File: src/rtl/quad_decoder_if.sv
// Purpose : encoder-side signal bundle for quad_decoder (A/B in; direction, step, error, ready out).
// Latency : n/a (wiring only).
// Backpressure: none; step/err are single-cycle pulses that the consumer must sample every cycle.
// Ports   : a_in, b_in (async encoder channels), up_down, step, err, err_cnt[ERR_W], ready;
//           idx_in / idx_pulse only when QDEC_INDEX_EN is defined.
// Modports: master = encoder/consumer side, slave = decoder side.
interface quad_decoder_if #(
    parameter int ERR_W = 8
);
    logic             a_in;
    logic             b_in;
    logic             up_down;
    logic             step;
    logic             err;
    logic [ERR_W-1:0] err_cnt;
    logic             ready;
`ifdef QDEC_INDEX_EN
    logic             idx_in;
    logic             idx_pulse;

    modport master (output a_in, b_in, idx_in,
                    input  up_down, step, err, err_cnt, ready, idx_pulse);
    modport slave  (input  a_in, b_in, idx_in,
                    output up_down, step, err, err_cnt, ready, idx_pulse);
`else
    modport master (output a_in, b_in,
                    input  up_down, step, err, err_cnt, ready);
    modport slave  (input  a_in, b_in,
                    output up_down, step, err, err_cnt, ready);
`endif
endinterface

File: src/rtl/quad_decoder.sv
// Purpose : quadrature front end - 2-flop sync, per-channel glitch filter, Gray decode to step/dir/err.
// Latency : a stable input level first sampled at edge N gives step/err during the cycle after edge N+2+FILT_LEN.
// Backpressure: none; transitions faster than FILT_LEN cycles per channel are filtered out, never queued.
// Ports   : clk, reset_n (async active-low), bus (quad_decoder_if.slave: a_in, b_in -> up_down, step,
//           err, err_cnt, ready). Define QDEC_INDEX_EN to add idx_in/idx_pulse (index channel).
module quad_decoder #(
    parameter int FILT_LEN = 3,
    parameter int ERR_W    = 8
) (
    input  logic           clk,
    input  logic           reset_n,
    quad_decoder_if.slave  bus
);
    localparam int FCNT_W = 4;
`ifdef QDEC_INDEX_EN
    localparam int NCH = 3;     // bit2 = index, bit1 = A, bit0 = B
`else
    localparam int NCH = 2;     // bit1 = A, bit0 = B
`endif

    typedef enum logic {S_INIT, S_TRACK} state_t;

    state_t              state_q, state_d;
    logic                load_init;
    logic [1:0]          init_cnt_q;
    logic [NCH-1:0]      raw;
    logic [NCH-1:0]      sync1_q, sync2_q;
    logic [NCH-1:0]      filt_q;
    logic [NCH-1:0]      prev_q;      // filt_q one edge late; decode compares the two
    logic [FCNT_W-1:0]   fcnt_q [NCH];
    logic [1:0]          ab_diff;
    logic                up_q, step_q, err_q;
    logic [ERR_W-1:0]    err_cnt_q;

`ifdef QDEC_INDEX_EN
    assign raw = {bus.idx_in, bus.a_in, bus.b_in};
`else
    assign raw = {bus.a_in, bus.b_in};
`endif

    // ---------------- FSM ----------------
    always_ff @(posedge clk or negedge reset_n) begin
        if (!reset_n) begin
            state_q    <= S_INIT;
            init_cnt_q <= '0;
        end else begin
            state_q <= state_d;
            if (state_q == S_INIT && init_cnt_q != 2'd2)
                init_cnt_q <= init_cnt_q + 2'd1;
        end
    end

    // Edges 1 and 2 after release fill the synchronisers; edge 3 seeds the filter.
    always_comb begin
        state_d   = state_q;
        load_init = 1'b0;
        case (state_q)
            S_INIT: begin
                if (init_cnt_q == 2'd2) begin
                    state_d   = S_TRACK;
                    load_init = 1'b1;
                end
            end
            S_TRACK: state_d = S_TRACK;
            default: state_d = S_INIT;
        endcase
    end

    // ---------------- Synchroniser + filter ----------------
    always_ff @(posedge clk or negedge reset_n) begin
        if (!reset_n) begin
            sync1_q <= '0;
            sync2_q <= '0;
            filt_q  <= '0;
            for (int i = 0; i < NCH; i++) fcnt_q[i] <= '0;
        end else begin
            sync1_q <= raw;
            sync2_q <= sync1_q;
            for (int i = 0; i < NCH; i++) begin
                if (load_init) begin
                    filt_q[i] <= sync2_q[i];
                    fcnt_q[i] <= '0;
                end else if (state_q == S_TRACK) begin
                    if (sync2_q[i] == filt_q[i]) begin
                        fcnt_q[i] <= '0;                 // glitch rejected
                    end else if (fcnt_q[i] == FCNT_W'(FILT_LEN - 1)) begin
                        filt_q[i] <= sync2_q[i];         // FILT_LEN consecutive mismatches
                        fcnt_q[i] <= '0;
                    end else begin
                        fcnt_q[i] <= fcnt_q[i] + FCNT_W'(1);
                    end
                end
            end
        end
    end

    // ---------------- Gray decode ----------------
    assign ab_diff = prev_q[1:0] ^ filt_q[1:0];

    always_ff @(posedge clk or negedge reset_n) begin
        if (!reset_n) begin
            prev_q    <= '0;
            up_q      <= 1'b1;
            step_q    <= 1'b0;
            err_q     <= 1'b0;
            err_cnt_q <= '0;
        end else begin
            step_q <= 1'b0;
            err_q  <= 1'b0;
            if (load_init) begin
                // Seed prev with the same value as filt so the start position is not counted.
                prev_q <= sync2_q;
            end else if (state_q == S_TRACK) begin
                prev_q <= filt_q;
                case (ab_diff)
                    2'b01, 2'b10: begin
                        step_q <= 1'b1;
                        // Single-bit change: up exactly when old A differs from new B
                        // (00->01, 01->11, 11->10, 10->00).
                        up_q   <= prev_q[1] ^ filt_q[0];
                    end
                    2'b11: begin
                        err_q <= 1'b1;
                        if (err_cnt_q != '1)
                            err_cnt_q <= err_cnt_q + ERR_W'(1);
                    end
                    default: ;
                endcase
            end
        end
    end

`ifdef QDEC_INDEX_EN
    logic idx_pulse_q;

    always_ff @(posedge clk or negedge reset_n) begin
        if (!reset_n) begin
            idx_pulse_q <= 1'b0;
        end else begin
            idx_pulse_q <= (state_q == S_TRACK) && !load_init && !prev_q[2] && filt_q[2]
                           && (filt_q[1:0] == 2'b00);
        end
    end

    assign bus.idx_pulse = idx_pulse_q;
`endif

    assign bus.up_down = up_q;
    assign bus.step    = step_q;
    assign bus.err     = err_q;
    assign bus.err_cnt = err_cnt_q;
    assign bus.ready   = (state_q == S_TRACK);

endmodule

File: src/flat_wrapper.sv
// flat-port wrapper written by rule: the top's interface ports become plain ports
module quad_decoder_flat 
#(
    parameter int FILT_LEN = 3,
    parameter int ERR_W    = 8
)
  (clk, reset_n, bus_a_in, bus_b_in, bus_up_down, bus_step, bus_err, bus_err_cnt, bus_ready);
  quad_decoder_if #(.ERR_W(ERR_W)) bus_i ();
  input  logic clk;
  input  logic reset_n;
  input wire logic [$bits(bus_i.a_in)-1:0] bus_a_in;
  input wire logic [$bits(bus_i.b_in)-1:0] bus_b_in;
  output wire logic [$bits(bus_i.up_down)-1:0] bus_up_down;
  output wire logic [$bits(bus_i.step)-1:0] bus_step;
  output wire logic [$bits(bus_i.err)-1:0] bus_err;
  output wire logic [$bits(bus_i.err_cnt)-1:0] bus_err_cnt;
  output wire logic [$bits(bus_i.ready)-1:0] bus_ready;
  assign bus_i.a_in = bus_a_in;
  assign bus_i.b_in = bus_b_in;
  assign bus_up_down = bus_i.up_down;
  assign bus_step = bus_i.step;
  assign bus_err = bus_i.err;
  assign bus_err_cnt = bus_i.err_cnt;
  assign bus_ready = bus_i.ready;
  quad_decoder #(.FILT_LEN(FILT_LEN), .ERR_W(ERR_W)) u_core (.clk(clk), .reset_n(reset_n), .bus(bus_i));
endmodule
File: config.mk
export PLATFORM = sky130hd
export DESIGN_NAME = quad_decoder_flat
export DESIGN_NICKNAME = d
export VERILOG_FILES = /design/src/rtl/quad_decoder_if.sv /design/src/rtl/quad_decoder.sv /design/src/flat_wrapper.sv
export SDC_FILE = /design/constraint.sdc
export NUM_CORES = 1
export LEC_CHECK = 0
export CORE_MARGIN = 2
export CORE_UTILIZATION = 59
export CTS_CLUSTER_SIZE = 16
export DETAILED_ROUTE_END_ITERATION = 12
export GPL_ROUTABILITY_DRIVEN = 1
export PLACE_DENSITY = 0.92
export SYNTH_ARGS = -nofsm -noshare
export SYNTH_HDL_FRONTEND = slang
export SYNTH_SLANG_ARGS = --single-unit
File: constraint.sdc
create_clock -name clk -period 3.67 [get_ports clk]
set_input_delay 0.5505 -clock clk [delete_from_list [all_inputs] [get_ports clk]]
set_output_delay 0.5505 -clock clk [all_outputs]
set_load 0.005 [all_outputs]
### Word-level counts from Yosys, hierarchy flattened

Index checks and enable logic that the tools add are counted.

| word-level totals | value |
|---|---|
| register bits after elaboration | 30 |
| bits of input ports | 4 |
| output and inout port bits | 12 |

| cells by class | value |
|---|---|
| $add $sub $neg | 4 |
| equality and inequality tests | 12 |
| muxes and demuxes | 27 |
| bitwise gates (word level) | 4 |
| reduce and logical (&&, ||, !) cells | 9 |

Operator list:

| cell | count |
|---|---|
| 4-bit 2-to-1 mux | 8 |
| 1-bit 2-to-1 mux | 16 |
| 3-bit AND reduction | 3 |
| 4-bit by 1-bit adder with 4-bit output (second input constant) | 2 |
| 8-bit by 1-bit adder with 8-bit output (second input constant) | 1 |
| 4-bit by 2-bit equality test with 1-bit output (second input constant) | 2 |
| 8-bit inequality test (second input constant) | 1 |
| 2-bit equality test (second input constant) | 3 |
| 2-bit nonzero test | 3 |
| 2-bit 2-to-1 mux | 2 |
| 2-bit by 1-bit inequality test with 1-bit output (second input constant) | 2 |
| 4-bit AND reduction | 1 |
| 2-bit by 1-bit adder with 2-bit output (second input constant) | 1 |
| 1-bit equality test | 2 |
| 2-bit by 1-bit equality test with 1-bit output (second input constant) | 1 |
| 2-bit inequality test (second input constant) | 1 |
| 1-bit NOT | 2 |
| 1-bit case mux with 2 select lines | 1 |
| 2-bit OR reduction | 1 |
| 2-bit XOR | 1 |
| 1-bit logical AND | 1 |
| 1-bit XOR | 1 |

### Longest topological paths before layout

Gate-level depths: netlist of run 1.

| depth | value |
|---|---|
| depth in word-level cells | 6 |
| gate-level depth with buffers | 6 |
| depth with buffers taken out | 6 |

### Worst setup path after synthesis of run 1

OpenSTA, ideal clock, no wires.

| timing | value |
|---|---|
| path kind | reg-to-reg |
| start | register u_core.filt_q[0] |
| end | register u_core.err_cnt_q[7], in the netlist u_core.bus.err_cnt[7] |
| library setup time | 128 ps |
| arrival | 1440 ps |
| data required time | 3542 ps |
| setup slack | 2103 ps |
| stages on the path, launching flop included | 6 |
| path through | dfrtp_1 > xor2_1 > ha_1 > and4_1 > nand4_1 > mux2_1 |

| on the way | value |
|---|---|
| word-level cells in the longest chain between the ends | 3 |

Ends and longest elaborated chain:

| element | RTL line | RTL |
|---|---|---|
| from (decl) | quad_decoder.sv:28 | `logic [NCH-1:0] filt_q;` |
| from (signal, indexed assignment) | quad_decoder.sv:81 | `filt_q[i] <= sync2_q[i];` |
| from (signal, indexed assignment) | quad_decoder.sv:87 | `filt_q[i] <= sync2_q[i];` |
| 2-bit XOR | quad_decoder.sv:98 | `assign ab_diff = prev_q[1:0] ^ filt_q[1:0];` |
| 2-bit equality test | quad_decoder.sv:115 | `case (ab_diff)` |
| 4-bit AND reduction (no line) | n/a |  |
| to (signal assigned) | quad_decoder.sv:125 | `err_cnt_q <= err_cnt_q + ERR_W'(1);` |
| to (decl) | quad_decoder.sv:33 | `logic [ERR_W-1:0] err_cnt_q;` |

Every way passes these cells.
A chain may end at the register's enable or synchronous reset.

### Worst setup path after layout of run 1

| timing | value |
|---|---|
| start | register u_core.state_q, in the netlist u_core.bus.ready |
| end | output bus_ready |

RTL lines:

| element | RTL line | RTL |
|---|---|---|
| from (decl) | quad_decoder.sv:23 | `state_t state_q, state_d;` |
| from (signal assigned) | quad_decoder.sv:47 | `state_q <= state_d;` |
| to (decl) | flat_wrapper.sv:17 | `output wire logic [$bits(bus_i.ready)-1:0] bus_ready;` |

No word-level cell between the ends.

==> results of run 1 <==
-- cells by family after synthesis --
| group | after synthesis | share of synthesized area [%] |
|---|---|---|
| AO/OA/AOI/OAI | 22 | 10.2 |
| XOR/XNOR | 9 | 6.05 |
| adder cells (fa/ha/maj) | 7 | 6.14 |
| buffers and inverters | 10 | 2.98 |
| flip-flops | 30 | 52.7 |
| multiplexers | 9 | 7.10 |
| AND/OR/NAND/NOR | 37 | 14.8 |
-- metal layers --
metal | wire length [um] | up-vias | share of wire [%]
met5 | 0 | - | 0
met4 | 19 | 0 | 0.77
met3 | 128 | 2 | 5.2
met2 | 1330 | 32 | 54
met1 | 996 | 484 | 40
li1 | - | 479 | -
-- cells in the final DEF (no fill, tap or decap), types with 2 or more instances in the layout --
| master | Yosys | final |
|---|---|---|
| nand2b_1 | 3 | 3 |
| dfrtp_1 | 29 | 29 |
| nand4_1 | 2 | 2 |
| o22ai_1 | 2 | 2 |
| nand2_1 | 10 | 10 |
| nor2_1 | 3 | 3 |
| ha_1 | 7 | 7 |
| clkdlybuf4s50_1 | 0 | 15 |
| o21ai_1 | 8 | 8 |
| inv_1 | 7 | 7 |
| xor2_1 | 3 | 3 |
| nor2b_1 | 2 | 2 |
| xnor2_1 | 5 | 5 |
| and3_1 | 2 | 2 |
| a31oi_1 | 2 | 2 |
| a41oi_1 | 3 | 3 |
| o211ai_1 | 2 | 2 |
| mux2i_1 | 3 | 3 |
| nand3_1 | 7 | 7 |
| clkbuf_4 | 0 | 5 |
| and2_1 | 2 | 2 |
| mux2_1 | 5 | 5 |
-- flip-flops by register name, indices dropped and copies added, names as in the netlist, 2 cells and up --
register and cells:
u_core.bus.err_cnt 8, u_core.sync2_q 2, u_core.filt_q 2, u_core.init_cnt_q 2, u_core.sync1_q 2, u_core.prev_q 2, u_core.fcnt_q 8
-- power breakdown --
part	internal [mW]	switching (mW)	leakage [nW]
clock	0.0927	0.111	0.0353
combinational	0.266	0.204	0.319
sequential	0.438	0.113	0.368
total	0.797	0.428	0.723
-- path summary, 6_finish.rpt --
kind	startpoint	endpoint	slack, ns	cells after the start
min reg2reg	u_core.sync1_q[1]$_DFF_PN0_	u_core.sync2_q[1]$_DFF_PN0_	0.35	0
max in group asynchronous	reset_n	u_core.bus.up_down$_DFFE_PN1P_	2.75	2
max reg2reg	u_core.filt_q[0]$_DFFE_PN0P_	u_core.bus.err_cnt[7]$_DFFE_PN0P_	1.97	5
min in group asynchronous	reset_n	u_core.bus.err_cnt[0]$_DFFE_PN0P_	0.62	2
max	u_core.bus.ready$_DFF_PN0_	bus_ready	1.42	1
min	u_core.sync1_q[1]$_DFF_PN0_	u_core.sync2_q[1]$_DFF_PN0_	0.35	0
-- metrics by stage --
stage          instances  cell area, sq um  hold WS (ns)
6_report             174              1670         0.354
3_3_place_gp         166              1610         0.336
4_1_cts              174              1670         0.355
3_5_place_dp         166              1610         0.335
2_1_floorplan        124              1430         0.255
5_1_grt              174              1670         0.358
-- layout make-up --
type	instances	area share (%)
clock inverters	1	0.300
well taps	28	2.10
inverters	8	1.80
flip-flops and latches	30	45.1
clock buffers	7	3.30
multi-input cells	84	37.9
repair buffers	16	9.46
==> results.yml, run 1 <==
synthesis:
  synth_enable_flop_cells: 0
  synthArstFlopShare_pct: 100
  ys.warnings.count: 0
  syn_area_per_cell_sq_um: 11.5
  synth_area_leaders: "dfrtp_1, ha_1, mux2_1"
  yosysTopAreaCell: "dfrtp_1"
  synth_common_cells: "dfrtp_1, nand2_1, o21ai_1"
  synth_nets: 135
  synth_cell_types: 37
  netlist_instances: 124
  yosysSeqAreaShare_pct: 52.7
  synth_flop_cell: "dfrtp_1"
  netlist.area_leader.share_pct: 50.9
  yosysMostFrequentCell: "dfrtp_1"
  syn_area_sq_um: 1430
  synth_seq_cells: 30
grt:
  overflow: 0
  grt_max_degree: 31
  use_met2_pct: 38.5
  use_met3_pct: 7.63
  antenna_found_initial: 0
  grt_pass1_wl_mm: 4.33
  grt_pass1_vias: 990
  met1_usage_pct: 25.3
  grt.total_usage_pct: 21.9
  top_usage_layer: "met2"
die:
  die_area_sq_um: 2830
  start_util_pct: 63.3
  die_x_um: 53.2
  fp-row-count: 17
  core_sq_um: 2250
  pin_count: 16
  fp.dieH_um: 53.2
setup_path:
  crit_buf_inv: 1
  worstPathArrival_ns: 1.70
  critical_path_class: "register to output pin"
  setup.worst_path.end_class: "output pin"
  worstPathCellList: "clkdlybuf4s50_1"
  cp_slowest_stage_delay_ns: 0.75
  startpoint_type: "register"
  cpMaxStageDelayCell: "dfrtp_1"
  required_ns: 3.12
  cpLargestDelayFamily: "flip-flops"
  critPathMaxFanout: 21
power_and_ir_drop:
  p_per_area_nw_per_um2: 735
  vdd_ir_drop_max_mv: 0.537
  p_total_mw: 1.23
  power_leakage_nw: 0.723
drt:
  finalWirelength_mm: 2.48
  vias_per_cell: 5.73
  drtAntennaViolNets: 0
  firstDrtPassIters: 4
  drc: 0
  dr.first_iter.drc_count: 17
  wl_per_cell_um: 14.2
  via_count: 997
cells_and_area:
  multiInputGateArea_sq_um: 632
  regArea_sq_um: 752
  drive_above_1_share_pct: 11.6
  syn2layout_area_growth_pct: 16.8
  nFillCells: 172
  num_antenna_cells: 0
  final_core_util_pct: 73.9
  nets: 156
sta:
  fmax_mhz: 444
  fin_crit_ns: 2.25
  tightestPinTransition_ns: 0.626
  finClkSkew_ns: 0.00265
  tns_ns: 0
  finalHoldViolCount: 0
  setup_violations: 0
  finalWorstSetupSlack_ns: 1.42
  slew_headroom_pct: 58.2
  slew_violations: 0
  period_share_pct: 61.4
  rsz0062_at_grt: "no"
placed_design:
  gp_congestion: 0.835
  io_buffers: 15
  dp_slack_ns: 1.78
  place_hpwl_mm: 1.82
clocking:
  hold_buffers: 0
  tritoncts: "done"
  root_buffer: "clkbuf_4"
  path_clk_slew_ns: 0.09
  clock_latency_ns: 0.32
  post_cts_buffers: 0
  ctsHtreeMaxLevel: 2
  numClockSinks: 30
  cts-resized-gates: 0
  cts_buffer_depth: 2
  numCtsBuffers: 5
worst_hold_path:
  min_path_type: "register to register"
run:
  drv_cap: 0
outcome:
  status: "completed"
Note: power is estimated with default switching activity, not from simulation.
==> run 2: changes to the inputs <==
Settings changed: CORE_UTILIZATION 59 to 54, PLACE_DENSITY 0.92 to 0.86.
Clock period 3.67 ns to 2.2 ns, I/O delays scaled along.
==> run 2 against run 1 <==
Final cell count grew 1.1%. Setup slack got worse by 1.2 ns. First-iteration DRC count grew 35%. Largest cell class unchanged. Clock power grew 64%. Critical path depth unchanged. Routed wire length is 6.0% lower. Critical path type unchanged.
==> results.yml, run 2 (synthesis results as in run 1) <==
power_and_ir_drop:
  power_switching_share_pct: 34.5
  p_per_area_nw_per_um2: 1220
  p_clk_share_pct: 16.5
  vdd_ir_drop_max_mv: 1.12
  intPower_mw: 1.33
  pwr-share-seq_pct: 45.3
  power_leakage_nw: 0.720
  p_switching_mw: 0.699
  combPwrFrac_pct: 38.3
setup_path:
  startpoint_type: "register"
  cp_slowest_stage_delay_ns: 0.75
  crit_buf_inv: 1
  critPathMaxFanout: 21
  worstPathCellList: "clkdlybuf4s50_1"
  required_ns: 1.87
  reg2regPathDepth: 5
  worstPathArrival_ns: 1.69
  setup.worst_path.end_class: "output pin"
  critical_path_class: "register to output pin"
  r2r_slack_ns: 0.54
  cp.depth: 1
  cpLargestDelayFamily: "flip-flops"
  cpMaxStageDelayCell: "dfrtp_1"
clocking:
  path_clk_slew_ns: 0.08
  clock_latency_ns: 0.33
  numCtsBuffers: 5
  ctsHtreeMaxLevel: 2
  hold_buffers: 0
  root_buffer: "clkbuf_4"
  cts-resized-gates: 0
  numClockSinks: 30
  tritoncts: "done"
  post_cts_buffers: 0
  cts_buffer_depth: 2
grt:
  overflow: 0
  grt_max_degree: 31
  grt_pass1_vias: 961
  antenna_found_initial: 0
  grt.total_usage_pct: 17.8
  grt_pass1_wl_mm: 4.15
worst_hold_path:
  min_path_type: "register to register"
  hold_depth: 0
cells_and_area:
  stdcell_area_sq_um: 1670
  nets: 156
  mostFrequentLayoutCells: "dfrtp_1, clkdlybuf4s50_1, nand2_1"
  num_antenna_cells: 0
  mostFrequentLayoutCell: "dfrtp_1"
  syn2layout_area_growth_pct: 16.9
  nFillCells: 188
  drive_above_1_share_pct: 11.0
  regArea_sq_um: 752
  multiInputGateArea_sq_um: 632
sta:
  tightestPinTransition_ns: 0.624
  fin_crit_ns: 2.02
  tns_ns: 0
  slew_headroom_pct: 58.4
  slew_violations: 0
  rsz0062_at_grt: "no"
  finClkSkew_ns: 0.0121
  finalHoldViolCount: 0
  fmax_mhz: 494
  period_share_pct: 92.0
  whs_ns: 0.356
  setup_violations: 0
outcome:
  status: "completed"
run:
  drv_cap: 0
drt:
  dr.first_iter.drc_count: 23
  drtAntennaViolNets: 0
  highest_layer: "met4"
  dr_wl_met2_mm: 1.15
  dr_wl_met3_um: 104
  firstDrtPassIters: 4
  wl_met1_mm: 1.02
  vias_per_cell: 5.61
  drc: 0
  via_count: 988
  finalWirelength_mm: 2.33
  wl_per_cell_um: 13.2
die:
  pin_count: 16
  core_sq_um: 2500
  die_area_sq_um: 3070
  start_util_pct: 57.1
  die_x_um: 55.4
  fp.dieH_um: 55.4
  fp-row-count: 18
placed_design:
  gp_congestion: 0.746
  place_hpwl_mm: 1.71
  io_buffers: 15
  place_area_sq_um: 1610
## run 2: changes by cell type in the layout (fill, tap and decap cells not counted)
cell	previous run	this run
clkinv_2	1	0
clkbuf_1	1	2
## run 2: routing by layer
metal | GRT usage, % | vias to the layer above
met5 | 0 | -
met4 | 9.41 | 0
met3 | 7.26 | 4
met2 | 29.4 | 19
met1 | 19.6 | 479
li1 | - | 486
## run 2: power by group through the flow
stage                     registers [mW]  clock network (mW)  logic [mW]
after floorplan                    0.904                   0       0.504
after global placement             0.916                   0       0.759
after detailed placement           0.930                   0       0.787
after CTS                          0.920               0.349       0.791
after global routing               0.945               0.368       0.885
final                              0.918               0.334       0.777
## run 2: final cells by class
cell class	count	area share [%]
inverter	8	1.80
sequential	30	45.1
multi-input combinational	84	37.9
tap	30	2.25
clock buffer	8	3.53
timing repair buffer	16	9.45
## run 2: per-stage QoR
step                      utilization, %  power, mW  worst slack [ns]  std cells
after floorplan                        -       1.41             0.633        124
after CTS                           66.7       2.06             0.164        176
after global routing                66.7       2.20            0.0817        176
after detailed placement            64.4       1.72             0.537        168
after global placement              64.4       1.68             0.577        168
final                               66.7       2.03             0.177        176
## run 2: path summary, 6_finish.rpt
check | start | to
hold / removal | u_core.sync1_q[0]$_DFF_PN0_ | u_core.sync2_q[0]$_DFF_PN0_
setup reg to reg | u_core.filt_q[0]$_DFFE_PN0P_ | u_core.bus.err_cnt[7]$_DFFE_PN0P_
min in group asynchronous | reset_n | u_core.bus.err_cnt[2]$_DFFE_PN0P_
setup / recovery | u_core.bus.ready$_DFF_PN0_ | bus_ready
max in group asynchronous | reset_n | u_core.bus.up_down$_DFFE_PN1P_
hold reg to reg | u_core.sync1_q[0]$_DFF_PN0_ | u_core.sync2_q[0]$_DFF_PN0_
==> run 3: changes to the inputs <==
Settings changed: TNS_END_PERCENT set to 5.
Clock period 2.2 ns to 2 ns, I/O delays scaled along.
==> run 3 against run 2 <==
Via count is 2.6% higher. Worst hold slack lost 0.016 ns. Critical path depth stayed put.
==> results.yml, run 3 (synthesis results as in run 1) <==
outcome:
  status: "completed"
cells_and_area:
  mostFrequentLayoutCells: "dfrtp_1, clkdlybuf4s50_1, nand2_1"
  mostFrequentLayoutCell: "dfrtp_1"
  drive_above_1_share_pct: 12.2
  fin_cells: 177
  nets: 157
  num_antenna_cells: 0
  nFillCells: 200
  syn2layout_area_growth_pct: 17.5
setup_path:
  cpMaxStageDelayCell: "dfrtp_1"
  critPathMaxFanout: 15
  setup.worst_path.end_class: "output pin"
  startpoint_type: "register"
  crit_end: "bus_ready"
  critical_path.startpoint: "u_core.bus.ready$_DFF_PN0_"
  reg2reg_from: "u_core.filt_q[0]$_DFFE_PN0P_"
  worstPathArrival_ns: 1.57
  r2r_slack_ns: 0.34
  timing.rr.end: "u_core.bus.err_cnt[7]$_DFFE_PN0P_"
  critical_path_class: "register to output pin"
  cp.depth: 1
  worstPathCellList: "clkdlybuf4s50_1"
  crit_buf_inv: 1
  required_ns: 1.70
  cp_slowest_stage_delay_ns: 0.65
  reg2regPathDepth: 5
  cpLargestDelayFamily: "flip-flops"
worst_hold_path:
  min_path_type: "input pin to async pin"
grt:
  grt_pass1_vias: 1082
  use_met3_pct: 5.85
  met1_usage_pct: 17.2
  grt_max_degree: 31
  use_met2_pct: 35.5
  antenna_found_initial: 0
  overflow: 0
  grt_pass1_wl_mm: 4.44
  grt.total_usage_pct: 18.9
  top_usage_layer: "met2"
sta:
  tns_ns: 0
  slew_violations: 0
  finalHoldViolCount: 0
  fmax_mhz: 534
  fin_crit_ns: 1.87
  finClkSkew_ns: 0.0141
  tightestPinTransition_ns: 0.487
  slew_headroom_pct: 67.0
  rsz0062_at_grt: "no"
  finalWorstSetupSlack_ns: 0.129
  period_share_pct: 93.6
  setup_violations: 0
power_and_ir_drop:
  combPwrFrac_pct: 38.6
  p_per_area_nw_per_um2: 1340
  vdd_ir_drop_max_mv: 1.04
  intPower_mw: 1.46
  power_switching_share_pct: 35.2
  power_leakage_nw: 0.727
  pwr-share-seq_pct: 45.0
  p_switching_mw: 0.790
  p_clk_share_pct: 16.4
placed_design:
  io_buffers: 15
  place_hpwl_mm: 1.89
  gp_congestion: 0.788
  dp.cells: 169
  dp_slack_ns: 0.336
clocking:
  cts_buffer_depth: 2
  cts-resized-gates: 0
  post_cts_buffers: 0
  ctsHtreeMaxLevel: 2
  numCtsBuffers: 5
  tritoncts: "done"
  clock_latency_ns: 0.33
  hold_buffers: 0
  root_buffer: "clkbuf_4"
  path_clk_slew_ns: 0.10
  numClockSinks: 30
drt:
  via_count: 1014
  firstDrtPassIters: 3
  vias_per_cell: 5.73
  dr.first_iter.drc_count: 3
  finalWirelength_mm: 2.55
  drc: 0
  drtAntennaViolNets: 0
  wl_per_cell_um: 14.4
die:
  fp-row-count: 18
  pin_count: 16
  core_sq_um: 2500
  die_area_sq_um: 3070
  die_x_um: 55.4
  start_util_pct: 57.1
  fp.dieH_um: 55.4
run:
  drv_cap: 0
run 3: cell type report:
cell class,instances,area [sq um],share of cell area (%)
inverters,8,30.0,1.79
well taps,30,37.5,2.24
clock buffers,7,55.1,3.28
repair buffers,17,165,9.85
flip-flops and latches,30,752,44.9
clock inverters,1,5.00,0.299
multi-input cells,84,632,37.7
run 3: how the worst min path moves through the flow:
stage                           startpoint                                 to  slack (ns)  depth (start not counted)
2_1_floorplan                      reset_n           u_core.bus.err$_DFF_PN0_       0.004                          0
3_3_place_gp   u_core.sync1_q[0]$_DFF_PN0_        u_core.sync2_q[0]$_DFF_PN0_        0.33                          0
3_5_place_dp   u_core.sync1_q[1]$_DFF_PN0_        u_core.sync2_q[1]$_DFF_PN0_        0.34                          0
4_1_cts                            reset_n  u_core.bus.err_cnt[4]$_DFFE_PN0P_        0.35                          2
5_1_grt        u_core.sync1_q[1]$_DFF_PN0_        u_core.sync2_q[1]$_DFF_PN0_        0.37                          0
6_report                           reset_n  u_core.bus.err_cnt[4]$_DFFE_PN0P_        0.34                          2
run 3: power by group through the flow:
stage	Combinational (mW)	Clock, mW	Sequential (mW)
after global placement	0.829	0	1.01
after detailed placement	0.876	0	1.02
after CTS	0.887	0.383	1.01
after floorplan	0.555	0	0.994
after global routing	0.977	0.416	1.04
final	0.867	0.368	1.01
run 3: metal layers:
layer / vias to the layer above / share of wire [%] / wire [um]
li1: 483 / - / -
met1: 500 / 38 / 967
met2: 22 / 56 / 1420
met3: 9 / 3.7 / 94
met4: 0 / 2.5 / 63
met5: - / 0 / 0
run 3: stage by stage:
step	util (%)	hold WS [ns]	power [mW]	cell area, sq um
finish	67.1	0.340	2.25	1680
global route	67.1	0.371	2.44	1680
CTS	67.1	0.352	2.28	1680
detailed placement	64.7	0.336	1.90	1620
global placement	64.7	0.333	1.84	1620
floorplan	-	0.00441	1.55	1430
